--- src/rtl/pwm_audio_pkg.sv ---
// Shared types and helpers for the PWM audio decoder.
//   act_state_e      : activity state (SILENT / ACTIVE)
//   *_DEF            : default parameter values for the decoder
//   sat_inc()        : increment that sticks at a ceiling instead of wrapping
package pwm_audio_pkg;

  typedef enum logic {
    SILENT = 1'b0,
    ACTIVE = 1'b1
  } act_state_e;

  localparam int unsigned WINDOW_BITS_DEF    = 16;
  localparam int unsigned EDGE_BITS_DEF      = 12;
  localparam int unsigned SILENCE_FRAMES_DEF = 4;

  // Adds i_inc to i_val, holding at i_max once reached.
  function automatic logic [31:0] sat_inc(input logic [31:0] i_val, input logic i_inc,
                                          input logic [31:0] i_max);
    if (i_inc && (i_val < i_max)) begin
      return i_val + 32'd1;
    end
    return i_val;
  endfunction

endpackage

--- src/rtl/pwm_window_timer.sv ---
// Free-running power-of-two window timer for windowed monitors.
//   i_clk          : clock
//   i_reset        : synchronous active-high reset
//   i_enable       : run; low holds the counter at 0 so a fresh window starts on re-enable
//   o_window_end   : high on the last cycle of each window (counter all-ones, enabled)
module pwm_window_timer #(
  parameter int unsigned WINDOW_BITS = 16
) (
  input  logic i_clk,
  input  logic i_reset,
  input  logic i_enable,
  output logic o_window_end
);

  logic [WINDOW_BITS-1:0] r_wc;

  always_ff @(posedge i_clk) begin
    if (i_reset || !i_enable) begin
      r_wc <= '0;
    end else begin
      r_wc <= r_wc + 1'b1;
    end
  end

  assign o_window_end = i_enable && (&r_wc);

endmodule

--- src/rtl/pwm_audio_decoder.sv ---
// Recovers a duty-cycle sample and rising-edge count from the APU 1-bit PWM stream over a
// fixed 2^WINDOW_BITS clock window, and tracks whether audio is active.
//   i_clk          : system clock
//   i_reset        : synchronous active-high reset
//   i_enable       : decoder run; low discards the current window and forces SILENT
//   i_sound        : PWM audio stream
//   o_sample       : high-cycle count of the last window, saturating at 2^WINDOW_BITS-1
//   o_sample_sat   : last window was high on every cycle (count 2^WINDOW_BITS)
//   o_edge_count   : rising edges in the last window, saturating at all-ones
//   o_sample_valid : one-cycle strobe when the outputs above and o_active update
//   o_active       : activity state, 1 = ACTIVE
module pwm_audio_decoder
  import pwm_audio_pkg::*;
#(
  parameter int unsigned WINDOW_BITS    = WINDOW_BITS_DEF,
  parameter int unsigned EDGE_BITS      = EDGE_BITS_DEF,
  parameter int unsigned SILENCE_FRAMES = SILENCE_FRAMES_DEF
) (
  input  logic                   i_clk,
  input  logic                   i_reset,
  input  logic                   i_enable,
  input  logic                   i_sound,
  output logic [WINDOW_BITS-1:0] o_sample,
  output logic                   o_sample_sat,
  output logic [EDGE_BITS-1:0]   o_edge_count,
  output logic                   o_sample_valid,
  output logic                   o_active
);

  localparam logic [31:0] EDGE_MAX = 32'((64'd1 << EDGE_BITS) - 64'd1);
  localparam logic [7:0]  QUIET_LIMIT = 8'(SILENCE_FRAMES);
  // Only reachable when every cycle of the window was high.
  localparam logic [WINDOW_BITS:0] TOTAL_FULL = {1'b1, {WINDOW_BITS{1'b0}}};

  logic                   r_sound_q;
  logic                   r_sound_prev;
  logic [WINDOW_BITS:0]   r_acc;
  logic [EDGE_BITS-1:0]   r_edge_acc;
  logic [7:0]             r_quiet;
  act_state_e             r_state;
  logic [WINDOW_BITS-1:0] r_sample;
  logic                   r_sample_sat;
  logic [EDGE_BITS-1:0]   r_edge_count;
  logic                   r_sample_valid;
  logic                   r_active;

  logic                   w_window_end;
  logic                   w_rise;
  logic [WINDOW_BITS:0]   w_total;
  logic [EDGE_BITS-1:0]   w_edge_total;
  logic [7:0]             w_quiet_inc;

  pwm_window_timer #(
    .WINDOW_BITS (WINDOW_BITS)
  ) u_timer (
    .i_clk        (i_clk),
    .i_reset      (i_reset),
    .i_enable     (i_enable),
    .o_window_end (w_window_end)
  );

  assign w_rise       = r_sound_q & ~r_sound_prev;
  // Totals include the current cycle so the last window cycle is not lost.
  assign w_total      = r_acc + {{WINDOW_BITS{1'b0}}, r_sound_q};
  assign w_edge_total = EDGE_BITS'(sat_inc(32'(r_edge_acc), w_rise, EDGE_MAX));
  assign w_quiet_inc  = r_quiet + 8'd1;

  always_ff @(posedge i_clk) begin
    if (i_reset) begin
      r_sound_q      <= 1'b0;
      r_sound_prev   <= 1'b0;
      r_acc          <= '0;
      r_edge_acc     <= '0;
      r_quiet        <= '0;
      r_state        <= SILENT;
      r_sample       <= '0;
      r_sample_sat   <= 1'b0;
      r_edge_count   <= '0;
      r_sample_valid <= 1'b0;
      r_active       <= 1'b0;
    end else begin
      r_sound_q      <= i_sound;
      r_sample_valid <= 1'b0;
      if (!i_enable) begin
        // Partial window is discarded; published sample fields hold.
        r_sound_prev <= 1'b0;
        r_acc        <= '0;
        r_edge_acc   <= '0;
        r_quiet      <= '0;
        r_state      <= SILENT;
        r_active     <= 1'b0;
      end else begin
        r_sound_prev <= r_sound_q;
        if (w_window_end) begin
          r_sample       <= w_total[WINDOW_BITS] ? {WINDOW_BITS{1'b1}} : w_total[WINDOW_BITS-1:0];
          r_sample_sat   <= (w_total == TOTAL_FULL);
          r_edge_count   <= w_edge_total;
          r_sample_valid <= 1'b1;
          r_acc          <= '0;
          r_edge_acc     <= '0;
          if (w_total != '0) begin
            r_state  <= ACTIVE;
            r_active <= 1'b1;
            r_quiet  <= '0;
          end else if (r_state == ACTIVE) begin
            if (w_quiet_inc >= QUIET_LIMIT) begin
              r_state  <= SILENT;
              r_active <= 1'b0;
              r_quiet  <= '0;
            end else begin
              r_quiet  <= w_quiet_inc;
              r_active <= 1'b1;
            end
          end else begin
            r_quiet  <= '0;
            r_active <= 1'b0;
          end
        end else begin
          r_acc      <= w_total;
          r_edge_acc <= w_edge_total;
        end
      end
    end
  end

  assign o_sample       = r_sample;
  assign o_sample_sat   = r_sample_sat;
  assign o_edge_count   = r_edge_count;
  assign o_sample_valid = r_sample_valid;
  assign o_active       = r_active;

endmodule
--- config.mk ---
export PLATFORM = sky130hd
export DESIGN_NAME = pwm_audio_decoder
export DESIGN_NICKNAME = d
export VERILOG_FILES = /design/src/rtl/pwm_audio_pkg.sv /design/src/rtl/pwm_window_timer.sv /design/src/rtl/pwm_audio_decoder.sv
export SDC_FILE = /design/constraint.sdc
export NUM_CORES = 1
export LEC_CHECK = 0
export ABC_AREA = 0
export CAP_MARGIN = 20
export CORE_MARGIN = 2
export CORE_UTILIZATION = 45
export DETAILED_ROUTE_END_ITERATION = 10
export PLACE_DENSITY = 0.71
export SLEW_MARGIN = 20
export SYNTH_ARGS = -nofsm -noshare
export SYNTH_HDL_FRONTEND = slang
export SYNTH_SLANG_ARGS = --single-unit
--- constraint.sdc ---
create_clock -name i_clk -period 4.1 [get_ports i_clk]
set_input_delay 0.82 -clock i_clk [delete_from_list [all_inputs] [get_ports i_clk]]
set_output_delay 0.82 -clock i_clk [all_outputs]
set_load 0.03 [all_outputs]
# ---- Word level (Yosys, flattened, before mapping)
# Index checks and enable logic that the tools add are counted.
dict set report classes {
  n_addsub 4
  n_lt_le_gt_ge 2
  n_eq_ne 1
  muxes 11
  n_bitwise 3
  n_reduce_logical 9
}
# operator n
set op_table {}
lappend op_table {{$mux W12} 2}
lappend op_table {{$mux W8} 3}
lappend op_table {{$add A17 B1 Y17} 1}
lappend op_table {{$eq A17 B17 Y1 const B} 1}
lappend op_table {{$reduce_bool A17 Y1} 1}
lappend op_table {{$add A16 B1 Y16 const B} 1}
lappend op_table {{$mux W16} 1}
lappend op_table {{$reduce_and A16 Y1} 1}
lappend op_table {{$add A12 B1 Y12 const B} 1}
lappend op_table {{$lt A12 B12 Y1 const B} 1}
lappend op_table {{$add A8 B1 Y8 const B} 1}
lappend op_table {{$ge A8 B3 Y1 const B} 1}
lappend op_table {{$mux W1} 5}
lappend op_table {{$reduce_or A3 Y1} 1}
lappend op_table {{$logic_and A1 B1 Y1} 2}
lappend op_table {{$not A1 Y1} 2}
lappend op_table {{$reduce_and A2 Y1} 1}
lappend op_table {{$reduce_or A2 Y1} 1}
lappend op_table {{$and A1 B1 Y1} 1}
lappend op_table {{$logic_not A1 Y1} 1}
lappend op_table {{$logic_or A1 B1 Y1} 1}
dict set report totals {
  reg_bits 86
  input_bits 4
  output_inout_bits 31
}

# ---- Longest topological paths before layout
# Gate-level depths: netlist of run 1.
dict set report logic_depth {
  depth_word 5
  ltp_mapped 9
  ltp_nobuf 8
}

# ---- By module
# Synthesis of run 1 repeated with hierarchy kept, for this count alone.
dict set report hier_totals {
  cells_unflattened 422
  area_unflattened_um2 3764.9
}
# mod n_inst cells_per_inst area_each_um2 seq_area_each_um2
set by_module_without_submodules {}
lappend by_module_without_submodules {pwm_audio_decoder 1 337 3014.1 1401.3}
lappend by_module_without_submodules {pwm_window_timer 1 85 750.7 320.3}

# ---- Least setup slack after synthesis of run 1
# OpenSTA, ideal clock, no wires.
dict set report synth_timing {
  path_kind {register to register}
  start {register r_sound_q}
  end {register r_quiet[0]}
  t_arrival_ps 2072
  setup_slack_ps 1927
  path_stages_with_launch 9
  n_path_buf 0
  period_less_slack_ps 2173
  cell_sequence {dfxtp_1 > ha_1 > ha_1 > nand2_1 > nor4_1 > xor2_1 > nor4_1 > nand4_1 > o41ai_1}
}
dict set report synth_via {
  elab_chain_len 3
}
# element line_no
set synth_rtl {}
lappend synth_rtl {{start: declaration} pwm_audio_decoder.sv:35} ;# logic r_sound_q;
lappend synth_rtl {{start signal: assignment} pwm_audio_decoder.sv:82} ;# r_sound_q <= i_sound;
lappend synth_rtl {{$add A17 B1 Y17} pwm_audio_decoder.sv:64} ;# assign w_total = r_acc + {{WINDOW_BITS{1'b0}}, r_sound_q};
lappend synth_rtl {{$reduce_bool A17 Y1} pwm_audio_decoder.sv:101} ;# if (w_total != '0) begin
lappend synth_rtl {{$mux W8} pwm_audio_decoder.sv:101}
lappend synth_rtl {{end signal: assignment} pwm_audio_decoder.sv:111} ;# r_quiet <= w_quiet_inc;
lappend synth_rtl {{end: declaration} pwm_audio_decoder.sv:39} ;# logic [7:0] r_quiet;
# No other way between the ends.
# A chain may end at the register's enable or synchronous reset.

# ---- Worst setup path in the final report of run 1
dict set report layout_timing {
  start {input port i_reset}
  end {register r_quiet[1]}
}
dict set report layout_via {
  elab_chain_len 1
}
# element line_no
set layout_rtl {}
lappend layout_rtl {{start: declaration} pwm_audio_decoder.sv:20} ;# input logic i_reset,
lappend layout_rtl {{$reduce_or A2 Y1 (no line)} --}
# No other way between the ends.

==> flow_summary.toml, run 1 <==
[min_path]
hp-class = "reg -> reg"
hold_path_end = "o_edge_count[10]$_SDFFE_PP0P_"
hp-start = "o_edge_count[10]$_SDFFE_PP0P_"
worstHoldPathCells = 2

[clock_network]
htreeDepth = 3
cts.sinks = 86
insertion_delay_ns = 0.36
clockBufferDepth = 2
post-cts-setup-buffers = 0
cts_buffers = 9
cts_root_buffer = "clkbuf_8"
clkTransAtPathRegs_ns = 0.09
cts_resized = 0
cts_hold_buffers = 0
cts_tree = "done"

[yosys]
ys.flop_type = "dfxtp_1"
yosysSeqAreaShare_pct = 48.06
synth_seq_cells = 86
synth_cell_types = 45
syn_inst = 397
synth_top_cell_area_share_pct = 48.06
synth-edff-count = 0
syn-num-nets = 406
synth.area.top_cells = "dfxtp_1 48%, nor2_1 8.0%, xnor2_1 4.9%"
yosysTopAreaCell = "dfxtp_1"
syn_area_um2 = 3582
async_flop_share_pct = 0
synth_warnings = 0
syn_area_per_cell_um2 = 9.023

[floorplan]
rows = 32
core_area_um2 = 7727
io_pins = 35
chipHeight_um = 93.22
die-area_um2 = 8690
die_x_um = 93.22
initial_core_util_pct = 46.36

[routing]
wl_per_cell_um = 13.57
remaining_drc_errors = 0
via_per_inst = 5.277
route.vias.total = 2818
first_pass_iters = 4
ant_nets = 0
finalWirelength_um = 7244
drt_iter0_markers = 125

[sta]
slew_headroom_pct = 38.97
hold_viol_final = 0
tightestPinTransition_ns = 0.9132
setup_viol = 0
setup_tns_ns = 0
fin_crit_sh_pct = 64.43
period_needed_ns = 2.641
fmax_mhz = 378.6
setup_ws_ns = 1.459
slew_violations = 0
finClkSkew_ns = 0.01381
rsz0062_at_grt = "no"

[placement]
post-place-ws_ns = 1.080
hpwl_um = 4927
gp_congestion = 0.7530
io_buffers = 34

[grt]
overflow = 0
grt_pass1_vias = 2649
grt_pass1_wl_um = 12210
antenna_found_initial = 0
grt_usage_pct = 17.58
grt_max_degree = 39

[worst_setup_path]
crit_type = "in -> reg"
slowest_stage = "a31oi_1"
crit_required_ns = 4.35
critPathMaxFanout = 33
cpLargestDelayFamily = "compound AO/OA/AOI/OAI gates"
crit_arrival_ns = 2.89
critPathLaunchType = "input pin"
cpPeakStageDelay_ns = 0.74
reg2reg_slack_ns = 1.56
crit_chain = "clkdlybuf4s50_1 > buf_4 > nand2b_1 > a31oi_1 > nand2_1 > o41ai_1"
reg2reg_depth = 8
critical_path.endpoint_type = "flip-flop"
rr_startpoint = "r_sound_q$_SDFF_PP0_"
timing.rr.end = "r_quiet[1]$_SDFFE_PP0P_"
critPathBufInv = 2

[pwr]
ir_worst_vdd_uv = 186.1
seqPwrFrac_pct = 53.9
leakage_nw = 1.427
pwr-share-comb_pct = 1.9
p_int_mw = 1.203
power_switching_uw = 352.4
switching_share_pct = 22.66
power_density_nw_per_um2 = 367.3
p_clk_share_pct = 44.2

[status]
status = "finished, final reports clean"

[final_layout]
area_delta_synth_final_pct = 18.20
num_antenna_cells = 0
fin_nets = 436
drive_above_1_share_pct = 6.713

[flow_run]
cap_violations = 0
final cells by class:
type	instances	area (um^2)
tap	102	127.6
timing repair buffer	37	362.8
multi-input combinational	286	1760
clock buffer	9	123.9
clock inverter	7	111.4
sequential	86	1722
inverter	7	26.28
fill	713	3493
state kept, by name, summed over array words and instances (netlist names), 8 cells and up:
name and count:
o_sample 16, u_timer.r_wc 16, o_edge_count 12, r_edge_acc 12, r_quiet 8, r_acc 17
placed cells by master (no fill, tap or decap), types with 5 or more instances in the layout:
cell type	Yosys	routed
xnor2_1	20	20
nor2_1	76	76
clkbuf_8	0	9
a211oi_1	11	11
xor2_1	16	16
or3_1	6	6
nand3_1	16	16
clkdlybuf4s50_1	0	34
nor3_1	17	16
a311oi_1	13	13
ha_1	5	5
nand4_1	12	12
o21ai_0	7	7
inv_1	7	7
dfxtp_1	86	86
and3_1	5	5
nand2_1	23	23
and2_1	16	16
cells in the mapped netlist, drive strengths merged, types with 3 or more instances:
cell	instances
nor3	18
a311oi	13
or3	7
nand4	13
clkbuf	13
dfxtp	86
nand2	23
nand3	17
xnor2	20
o21ai	7
and2	16
buf	5
xor2	16
nor2	76
and3	5
nor2b	3
inv	7
nand2b	4
a211oi	11
nor4	5
a21oi	3
and4	4
nor3b	3
ha	5
per-stage QoR:
stage	utilization, %	total power, mW	std cells	instance area (um^2)	hold slack [ns]
after detailed placement	51.75	0.8874	518	3999	0.4650
after global routing	54.79	1.608	534	4234	0.5009
final	54.79	1.555	534	4234	0.4765
after global placement	51.75	0.8868	518	3999	0.4298
after floorplan	-	0.8775	397	3582	0.4175
after CTS	54.79	1.572	534	4234	0.4795
cells by family (layout without fill, tap and decap cells):
kind of cell | Yosys count | in the layout | synth area share, %
simple gates | 198 | 198 | 28.26
mux | 2 | 2 | 0.5589
flops | 86 | 86 | 48.06
compound gates | 45 | 45 | 9.640
buf+inv | 25 | 60 | 2.934
fa+ha+maj | 5 | 5 | 1.746
xor+xnor | 36 | 36 | 8.802
routing by layer:
| layer | GRT usage [%] | up-vias | part of all wire (%) |
|---|---|---|---|
| met1 | 23.27 | 1326 | 48 |
| met2 | 29.02 | 33 | 49 |
| met3 | 3.868 | 10 | 2.5 |
| met5 | 0 | - | 0 |
| met4 | 4.779 | 0 | 1.1 |
| li1 | - | 1449 | - |
how the worst max path moves through the flow:
stage	start	endpoint	cells past startpoint
3_3_place_gp	i_reset	r_quiet[1]$_SDFFE_PP0P_	6
2_1_floorplan	r_sound_q$_SDFF_PP0_	r_quiet[0]$_SDFFE_PP0P_	8
4_1_cts	i_reset	r_quiet[1]$_SDFFE_PP0P_	6
3_5_place_dp	i_reset	r_quiet[1]$_SDFFE_PP0P_	6
5_1_grt	i_reset	r_quiet[0]$_SDFFE_PP0P_	6
6_report	i_reset	r_quiet[1]$_SDFFE_PP0P_	6
power groups by stage:
stage / clock [mW] / combinational (mW) / sequential (mW)
4_1_cts: 0.704 / 0.0291 / 0.839
2_1_floorplan: 0 / 0.0196 / 0.858
5_1_grt: 0.736 / 0.0332 / 0.839
3_5_place_dp: 0 / 0.0290 / 0.858
3_3_place_gp: 0 / 0.0284 / 0.858
6_report: 0.687 / 0.0289 / 0.839
worst register-to-register path: stages (launching register included):
cell and delay (ns):
dfxtp_1 0.37, ha_1 0.23, ha_1 0.29, nand2_1 0.13, nor4_1 0.33, xor2_1 0.16, nor4_1 0.38, nand4_1 0.17
o41ai_1 0.37
Power figures use the tool's default switching activity.
==> run 2: changes to the inputs <==
Settings changed: PLACE_DENSITY 0.71 to 0.74.
Clock period 4.1 ns to 2.3 ns, I/O delays scaled along.
==> run 2 against run 1 <==
- final cell count up 3.6%
- sequential share of layout area down 2.2 points
- combinational power up 140%
- critical path depth up 4
- sequential power up 78%
- global-route usage up 1.5 points
- design area up 5.7%
- die area unchanged
- clock-buffer cell count up 1
- first-iteration DRC count down 39%
- largest cell class unchanged
- largest power group unchanged
==> flow_summary.toml, run 2 (synthesis gave the netlist of run 1 again) <==
[sta]
hold_ws_ns = 0.4530
fmax_mhz = 447.2
hold_viol_final = 0
setup_ws_ns = 0.06392
slew_headroom_pct = 72.37
fin_crit_sh_pct = 97.22
slew_violations = 0
finClkSkew_ns = 0.009853
setup_tns_ns = 0
period_needed_ns = 2.236
tightestPinTransition_ns = 0.4130
setup_viol = 0

[worst_setup_path]
critPathBufInv = 2
reg2reg_slack_ns = 0.06
cpLargestDelayFamily = "simple AND/OR/NAND/NOR gates"
startpoint = "r_sound_q$_SDFF_PP0_"
rr_startpoint = "r_sound_q$_SDFF_PP0_"
crit_required_ns = 2.57
crit_chain = "ha_2 > ha_2 > buf_4 > and2_4 > nand3_4 > nor4bb_2 > o211a_1 > buf_4 > nand2_1 > o32ai_1"
critPathMaxFanout = 4
critical_path.endpoint_type = "flip-flop"
crit_arrival_ns = 2.50
critPathLaunchType = "flip-flop"
slowest_stage = "nor4bb_2"
crit_type = "reg -> reg"
cpPeakStageDelay_ns = 0.35

[clock_network]
cts_hold_buffers = 0
cts_tree = "done"
cts_buffers = 9
insertion_delay_ns = 0.36
cts_root_buffer = "clkbuf_8"
clkTransAtPathRegs_ns = 0.08
clockBufferDepth = 2
cts.sinks = 86
htreeDepth = 3

[pwr]
pwr-share-comb_pct = 2.6
leakage_nw = 1.537
switching_share_pct = 21.37
power_switching_uw = 578.7
power_density_nw_per_um2 = 605.0
p_int_mw = 2.130
seqPwrFrac_pct = 55.2
ir_worst_vdd_uv = 302.2
p_clk_share_pct = 42.2

[routing]
remaining_drc_errors = 0
wl_met2_um = 4032
route.vias.total = 2997
via_per_inst = 5.420
top_layer = "met4"
finalWirelength_um = 7957
wl_met3_um = 148
ant_nets = 0
first_pass_iters = 4
met1_length_um = 3582
wl_per_cell_um = 14.39
drt_iter0_markers = 76

[floorplan]
die-area_um2 = 8690
chipHeight_um = 93.22
io_pins = 35
rows = 32
initial_core_util_pct = 46.36
core_area_um2 = 7727
die_x_um = 93.22

[placement]
post-place-ws_ns = -0.03693
hpwl_um = 5436
io_buffers = 34
gp_congestion = 0.8373

[final_layout]
area_delta_synth_final_pct = 24.97
most-common-layout-cells = "85 x dfxtp_1, 76 x nor2_1, 34 x clkdlybuf4s50_1"
top_register = "r_acc"
final_common_cell = "dfxtp_1"
num_antenna_cells = 0
fill_cells = 665
largest_register_ffs = 17
fin_nets = 455
drive_above_1_share_pct = 13.75

[min_path]
hp-class = "reg -> reg"
hp-start = "u_timer.r_wc[0]$_SDFF_PP0_"

[grt]
overflow = 0
grt_usage_pct = 19.10
grt_max_degree = 39
grt_pass1_wl_um = 13050
grt_pass1_vias = 2908
antenna_found_initial = 0

[status]
status = "finished, final reports clean"

[flow_run]
cap_violations = 0
-- run 2: what timing repair did --
| action | 4_1_cts | 5_1_grt |
|---|---|---|
| setup buffers | 0 | 3 |
| setup endpoints to repair | 1 | 8 |
| pin swaps | 0 | 8 |
| gates cloned | 0 | 0 |
| gates resized for setup | 2 | 16 |
-- run 2: worst register-to-register path, cell delays in order (launching register included) --
cell and delay, ns:
dfxtp_2 0.34, ha_2 0.18, ha_2 0.18, buf_4 0.13, and2_4 0.16, nand3_4 0.09, nor4bb_2 0.35, o211a_1 0.25
buf_4 0.13, nand2_1 0.07, o32ai_1 0.27
-- run 2: final timing paths --
path              cells past startpoint                          to
setup / recovery                     10   o_sample_sat$_SDFFE_PP0P_
hold / removal                        1  u_timer.r_wc[0]$_SDFF_PP0_
setup reg to reg                     10   o_sample_sat$_SDFFE_PP0P_
hold reg to reg                       1  u_timer.r_wc[0]$_SDFF_PP0_
-- run 2: power groups by stage --
stage / Combinational (mW) / Sequential, mW / Clock (mW)
global route: 0.0762 / 1.50 / 1.24
CTS: 0.0644 / 1.49 / 1.16
global placement: 0.0619 / 1.53 / 0
finish: 0.0696 / 1.49 / 1.14
detailed placement: 0.0631 / 1.53 / 0
floorplan: 0.0348 / 1.53 / 0
-- run 2: per-layer routing --
metal | track usage (%) | vias to the layer above
met5 | 0 | -
met4 | 10.17 | 0
met3 | 3.143 | 14
met2 | 31.77 | 41
met1 | 23.64 | 1452
li1 | - | 1490
-- run 2: cell type report --
class	instances	area, um^2	area share (%)
multi-input cells	286	1856	41.45
flip-flops and latches	86	1723	38.49
repair buffers	56	530.5	11.85
clock buffers	10	127.6	2.851
well taps	102	127.6	2.851
clock inverters	6	86.33	1.928
inverters	7	26.28	0.5869
-- run 2: per-stage QoR --
stage	power (mW)	std cells	util, %	area (um^2)
floorplan	1.564	397	-	3582
global placement	1.592	534	53.63	4144
detailed placement	1.593	534	53.63	4144
CTS	2.723	550	56.57	4372
global route	2.808	553	57.93	4477
finish	2.708	553	57.93	4477
==> run 3: changes to the inputs <==
Settings changed: TNS_END_PERCENT from default to 30.
==> results of run 3 <==
No change in the layout: final DEF, timing and power equal those of run 2.
